File: config.mk
export PLATFORM = sky130hd
export DESIGN_NAME = hd_timing_gen
export DESIGN_NICKNAME = d
export VERILOG_FILES = /design/src/rtl/hd_pkg.sv /design/src/rtl/hd_debounce.sv /design/src/rtl/hd_timing_gen.sv
export SDC_FILE = /design/constraint.sdc
export NUM_CORES = 1
export LEC_CHECK = 0
export BUFFER_PORTS_ARGS = -buffer_cell sky130_fd_sc_hd__buf_2
export CORE_UTILIZATION = 44
export DETAILED_ROUTE_END_ITERATION = 6
export PLACE_DENSITY = 0.69
export SETUP_SLACK_MARGIN = 0.5
export SKIP_CTS_REPAIR_TIMING = 1
export SYNTH_ARGS = -nofsm -noshare
export SYNTH_HDL_FRONTEND = slang
export SYNTH_SLANG_ARGS = --single-unit
File: constraint.sdc
create_clock -name CLK -period 3.2 [get_ports CLK]
set_input_delay 0.8 -clock CLK [delete_from_list [all_inputs] [get_ports CLK]]
set_output_delay 0.8 -clock CLK [all_outputs]
set_load 0.1 [all_outputs]
File: src/rtl/hd_pkg.sv
// Shared encodings for the hardwired-controller timing slice: beats, phases, timing states.
package hd_pkg;

    localparam int unsigned BEAT_W  = 3;
    localparam int unsigned PHASE_W = 3;

    typedef logic [BEAT_W-1:0]  beat_t;
    typedef logic [PHASE_W-1:0] phase_t;

    localparam beat_t W_B1 = 3'b001;
    localparam beat_t W_B2 = 3'b010;
    localparam beat_t W_B3 = 3'b100;

    localparam phase_t PH_NONE = 3'b000;
    localparam phase_t PH_T1   = 3'b001;
    localparam phase_t PH_T2   = 3'b010;
    localparam phase_t PH_T3   = 3'b100;

    typedef enum logic [1:0] {
        TG_IDLE = 2'd0,
        TG_RUN  = 2'd1,
        TG_HALT = 2'd2
    } tg_state_e;

    // Beat taken at beat end; SHORT only matters in W1, LONG only in W2.
    function automatic beat_t next_beat(beat_t w, logic short_req, logic long_req);
        beat_t nb;
        nb = W_B1;
        case (w)
            W_B1:    nb = short_req ? W_B1 : W_B2;
            W_B2:    nb = long_req  ? W_B3 : W_B1;
            default: nb = W_B1;
        endcase
        return nb;
    endfunction

    function automatic phase_t next_phase(phase_t t);
        phase_t np;
        np = PH_T1;
        case (t)
            PH_T1:   np = PH_T2;
            PH_T2:   np = PH_T3;
            default: np = PH_T1;
        endcase
        return np;
    endfunction

endpackage

File: src/rtl/hd_debounce.sv
// Start-button conditioner: 2-flop synchroniser, stability counter, rising-edge pulse.
module hd_debounce #(
    parameter int unsigned DEBOUNCE_CYCLES = 16
) (
    input  logic CLK,
    input  logic RST,
    input  logic QD,
    output logic start_pulse
);

    localparam int unsigned DB_CNT_W = (DEBOUNCE_CYCLES < 2) ? 1 : $clog2(DEBOUNCE_CYCLES + 1);

    logic                sync1;
    logic                sync2;
    logic                level;
    logic                level_d;
    logic                pulse;
    logic [DB_CNT_W-1:0] cnt;

    // Level is only accepted once the synchronised input has differed for DEBOUNCE_CYCLES samples.
    always_ff @(posedge CLK) begin
        if (RST) begin
            sync1   <= 1'b0;
            sync2   <= 1'b0;
            level   <= 1'b0;
            level_d <= 1'b0;
            pulse   <= 1'b0;
            cnt     <= '0;
        end else begin
            sync1   <= QD;
            sync2   <= sync1;
            level_d <= level;
            pulse   <= level & ~level_d;
            if (sync2 == level) begin
                cnt <= '0;
            end else if (cnt == DB_CNT_W'(DEBOUNCE_CYCLES - 1)) begin
                level <= sync2;
                cnt   <= '0;
            end else begin
                cnt <= cnt + DB_CNT_W'(1);
            end
        end
    end

    assign start_pulse = pulse;

endmodule

File: src/rtl/hd_timing_gen.sv
// Beat/phase timing generator feeding the hardwired controller: W[3:1], T1..T3, beat count, CLR.
module hd_timing_gen
    import hd_pkg::*;
#(
    parameter int unsigned DEBOUNCE_CYCLES = 16,
    parameter int unsigned CNT_W           = 16
) (
    input  logic             CLK,
    input  logic             RST,
    input  logic             QD,
    input  logic             SHORT,
    input  logic             LONG,
    input  logic             STOP,
    output logic             T1,
    output logic             T2,
    output logic             T3,
    output logic [2:0]       W,
    output logic             RUNNING,
    output logic             CLR,
    output logic [CNT_W-1:0] BEAT_CNT
);

    logic             start_pulse;

    tg_state_e        state_q;
    tg_state_e        state_d;
    phase_t           t_q;
    phase_t           t_d;
    beat_t            w_q;
    beat_t            w_d;
    logic [CNT_W-1:0] cnt_q;
    logic [CNT_W-1:0] cnt_d;
    logic             run_q;
    logic             run_d;
    logic             clr_q;

    hd_debounce #(
        .DEBOUNCE_CYCLES (DEBOUNCE_CYCLES)
    ) u_debounce (
        .CLK         (CLK),
        .RST         (RST),
        .QD          (QD),
        .start_pulse (start_pulse)
    );

    always_ff @(posedge CLK) begin
        if (RST) begin
            state_q <= TG_IDLE;
            t_q     <= PH_NONE;
            w_q     <= W_B1;
            cnt_q   <= '0;
            run_q   <= 1'b0;
            clr_q   <= 1'b0;
        end else begin
            state_q <= state_d;
            t_q     <= t_d;
            w_q     <= w_d;
            cnt_q   <= cnt_d;
            run_q   <= run_d;
            clr_q   <= 1'b1;
        end
    end

    // Next state, phase ring and beat sequencing; W/BEAT_CNT only move at T3.
    always_comb begin
        state_d = state_q;
        t_d     = t_q;
        w_d     = w_q;
        cnt_d   = cnt_q;

        case (state_q)
            TG_IDLE: begin
                w_d = W_B1;
                t_d = PH_NONE;
                if (start_pulse) begin
                    state_d = TG_RUN;
                    t_d     = PH_T1;
                end
            end
            TG_HALT: begin
                t_d = PH_NONE;
                if (start_pulse) begin
                    state_d = TG_RUN;
                    t_d     = PH_T1;
                end
            end
            TG_RUN: begin
                t_d = next_phase(t_q);
                if (t_q == PH_T3) begin
                    w_d   = next_beat(w_q, SHORT, LONG);
                    cnt_d = cnt_q + CNT_W'(1);
                    if (STOP) begin
                        state_d = TG_HALT;
                        t_d     = PH_NONE;
                    end
                end
            end
            default: begin
                state_d = TG_IDLE;
                t_d     = PH_NONE;
                w_d     = W_B1;
            end
        endcase

        run_d = (state_d == TG_RUN);
    end

    assign T1       = t_q[0];
    assign T2       = t_q[1];
    assign T3       = t_q[2];
    assign W        = w_q;
    assign RUNNING  = run_q;
    assign CLR      = clr_q;
    assign BEAT_CNT = cnt_q;

endmodule

=== Word level (Yosys, flattened, before mapping) ===
Index checks and enable logic that the tools add are counted.

* Bitwise logic cells: 4
* Multiplexer cells: 15
* Reduce and logical (&&, ||, !) cells: 6
* $add $sub $neg: 2
* Equal/unequal tests: 11

{| class="wikitable"
|+ Operator list
! operator !! number
|-
| one-hot mux 3 bit (2 select lines) || 4
|-
| adder 16 x 1 -> 16 bit (second input constant) || 1
|-
| 2-to-1 mux 3 bit || 4
|-
| 2-to-1 mux 2 bit || 4
|-
| equality test 3 x 1 -> 1 bit (second input constant) || 2
|-
| equality test 3 x 2 -> 1 bit (second input constant) || 2
|-
| AND reduction 2 bit || 3
|-
| adder 5 x 1 -> 5 bit (second input constant) || 1
|-
| equality test 5 x 4 -> 1 bit (second input constant) || 1
|-
| equality test 2 x 1 -> 1 bit (second input constant) || 2
|-
| one-hot mux 2 bit (2 select lines) || 1
|-
| equality test 3 bit (second input constant) || 1
|-
| NOT 1 bit || 3
|-
| OR reduction 3 bit || 1
|-
| equality test 2 bit (second input constant) || 1
|-
| logical NOT 2 bit || 1
|-
| 2-to-1 mux 1 bit || 2
|-
| inequality test 2 bit (second input constant) || 1
|-
| OR reduction 2 bit || 1
|-
| AND 1 bit || 1
|-
| equality test 1 bit || 1
|}

* Logic and storage cells: 50
* Bits of input ports: 6
* Register bits: 36

=== Longest topological paths before layout ===
* Depth after elaboration: 5
* Depth in mapped cells: 5
* Gate-level depth less buffers: 5

=== By module ===
A second synthesis with hierarchy kept.

* Cell total of the unflattened synthesis: 157
* Area total of the unflattened synthesis: 1,467.7 sq um

{| class="wikitable"
|+ By module, submodules not included
! module !! area an instance (sq um) !! instances !! sequential area each (sq um) !! cells each
|-
| hd_timing_gen || 1,128.6 || 1 || 520.5 || 126
|-
| hd_debounce || 339.1 || 1 || 200.2 || 31
|}

=== Worst setup path after synthesis ===
OpenSTA, ideal clock, no wires.

* Kind: reg-to-reg
* Start: register t_q[2]
* End: register cnt_q[15] (netlist: BEAT_CNT[15])
* Stages on the path, launching flop included: 6
* Slack: 551 ps
* Arrival: 2,579 ps
* Data required time: 3,130 ps
* Path buffers: 1
* Cell sequence: dfxtp_1 or3b_4 or3_1 buf_2 or4_1 a21oi_1

* Word-level cells in the longest chain between the ends: 2

{| class="wikitable"
|+ Ends and longest elaborated chain
! item !! line !! RTL
|-
| start: declaration || hd_timing_gen.sv:27 || <nowiki>phase_t t_q;</nowiki>
|-
| start signal: assignment || hd_timing_gen.sv:56 || <nowiki>t_q <= t_d;</nowiki>
|-
| equality test 3 bit || hd_timing_gen.sv:89 || <nowiki>if (t_q == PH_T3) begin</nowiki>
|-
| AND reduction 2 bit (no line) || n/a ||
|-
| end signal: assignment || hd_timing_gen.sv:58 || <nowiki>cnt_q <= cnt_d;</nowiki>
|-
| end: declaration || hd_timing_gen.sv:31 || <nowiki>logic [CNT_W-1:0] cnt_q;</nowiki>
|}

No other way between the ends.
A chain may end at the register's enable or synchronous reset.

=== Final worst setup path ===
Ends and elaborated chain as after synthesis.

==> metrics <==
outcome completed; Crit path buffers/inverters 0; share of cells above drive strength 1 22.2%; Worst R2R Start t_q[2]$_SDFF_PP0_; setup TNS 0 ps; Power Total 722 uW; DRC viols 0; ys async rst share 0%; top-count cell post-synth dfxtp_1; post-synth top area share 48.2%; family with the most delay on the worst path simple AND/OR/NAND/NOR gates; CTS tree done; vias in the first global route 1132; Critical Path Start t_q[2]$_SDFF_PP0_; mapped cell area 1500 sq um; Hold Crit Class register to register; Startpoint Class register; relative slew slack 58.6%; largest net degree at the start of global routing 32; Max Cap Viol 0; drt total wl 2.94 mm; CP Depth 4; clk_skew 7.77 ps; power per cell area 419 nW/um^2; TritonCTS Sinks 36; Port Buf Inserts 29; Starting Density 47.8%; Post-DRT Antenna Nets 0; Post-Synthesis Net Count 171; Vias 1242; drt first pass iters 4; most frequent cells after synthesis 36 x dfxtp_1, 16 x nor2_1, 13 x a21oi_1, 11 x nand2_1, 8 x nand3_1; worst slew pin tran 618 ps; ANT cells 0; num ports 30; Pleak 0.000672 uW; Fin. Hold Viols 0; Clock Tree Root clkbuf_4; worst r2r path cells 4; Worst-path clk slew 110 ps; crit end category register; crit-path max FO 9; Detail Placement HPWL 2.10 mm; Max clock buf depth 2; die footprint 3640 sq um; initial antenna violation count 0; post-synthesis cell count 162; nets@finish 202; Crit Path Category register to register; Main synth FF type dfxtp_1; Syn. warnings 0; Cell variety after synth 35; Final Wtd Congestion 0.714; CP Cell Sequence or3b_4, or3_1, or4_1, a21oi_1; Fmax achieved 475 MHz; vias per cell 5.22; period utilization 65.8%; CTS Buf Count 5; slowest CP cell or3_1; area grow syn2layout 15.1%; grt total ovfl 0; Post-Layout Cell Count 238; CP required 3480 ps; clock latency on the worst-skew pair 340 ps; Die H 60.3 microns; dominant cell type by area after synthesis dfxtp_1; first-pass GRT wire length 4.87 mm; count of final setup violators 0; final core occ 55.0%; Max VDD drop 0.268 mV; EDFF count, synth 0; gr usage total 18.5%; max-slew violation count 0; worst hold path startpoint u_debounce.level_d$_SDFF_PP0_; mean post-synth cell area 9.24 sq um; core area 3130 sq um; post-route minimum period 2100 ps; Synth area leaders dfxtp_1 48%, a21oi_1 4.3%, xor2_1 4.1%; crit path DAT 2380 ps; Seq/Total Area, Yosys 48.2%; CP max stage delay 510 ps; final instance area 1720 sq um; hold path depth 1; setup repair after global routing missed its margin no; DR iter-0 viols 61; die width 60.3 microns; Cells after DPL 230; H-tree depth 2; number of synthesized register bits 36; drt wl/cell 12.4 microns; # rows 20; Placed Instance Area 1660 sq um
report_power, final:
group | internal, uW | total [uW] | switching, uW
clock | 104 | 253 | 148
combinational | 4.71 | 18.5 | 13.8
sequential | 450 | 451 | 0.830
total | 559 | 722 | 163
final timing paths:
| kind | endpoint | slack (ps) |
|---|---|---|
| max | BEAT_CNT[15]$_SDFFE_PP0P_ | 1100 |
| min reg2reg | u_debounce.start_pulse$_SDFF_PP0_ | 400 |
| max reg2reg | BEAT_CNT[15]$_SDFFE_PP0P_ | 1100 |
| min | u_debounce.start_pulse$_SDFF_PP0_ | 400 |
cell usage in the layout (no fill, tap or decap), types with 2 or more instances in the layout:
cell      Yosys  routed
or2_2         2       2
nor4_1        4       4
nand3_1       8       8
nor2_1       16      16
or3_1         5       5
nand4_1       4       4
clkinv_2      0       2
o31ai_1       5       5
dfxtp_1      36      36
xnor2_1       4       4
nand2b_1      6       6
nand2_1      11      11
or4_1         5       5
nor2b_1       5       5
a21oi_1      13      13
ha_1          3       3
inv_1         6       6
o21ai_0       3       3
xor2_1        7       7
and3_1        2       2
clkbuf_4      0       5
buf_2         1      29
metrics by stage:
stage          hold WS, ps  worst slack, ps
6_report               396             1100
5_1_grt                419             1010
4_1_cts                402             1100
3_5_place_dp           386             1120
3_3_place_gp           378             1200
2_1_floorplan          367              551
kinds of logic after synthesis:
logic type / after synthesis / synth area share, %
AOI/OAI and AO/OA: 25 / 10.0
xor gates and xnor gates: 11 / 6.44
adders and majority gates: 3 / 2.51
buffers and inverters: 11 / 3.93
DFF: 36 / 48.2
muxes: 2 / 1.42
and+or+nand+nor: 74 / 27.5
per-layer routing:
| metal | global-route usage, % | part of all wire [%] |
|---|---|---|
| met1 | 20.1 | 42 |
| met2 | 32.2 | 52 |
| met3 | 5.84 | 3.8 |
| met4 | 8.97 | 1.6 |
| met5 | 0 | 0 |
layout make-up:
cell class	instances	area (sq um)
Timing Repair Buffer	29	145
Clock inverter	2	10.0
Inverter	6	22.5
Clock buffer	6	51.3
Multi-Input combinational cell	115	717
Fill cell	305	1410
Tap cell	44	55.1
Sequential cell	36	721
sequential cells by signal, indices dropped and copies added (netlist names):
name	cells
u_debounce.level_d	1
u_debounce.cnt	5
u_debounce.start_pulse	1
u_debounce.sync1	1
BEAT_CNT	16
t_q	3
u_debounce.level	1
state_q	2
u_debounce.sync2	1
CLR	1
RUNNING	1
W	3
No activity file was read; power rests on OpenSTA's default activity.
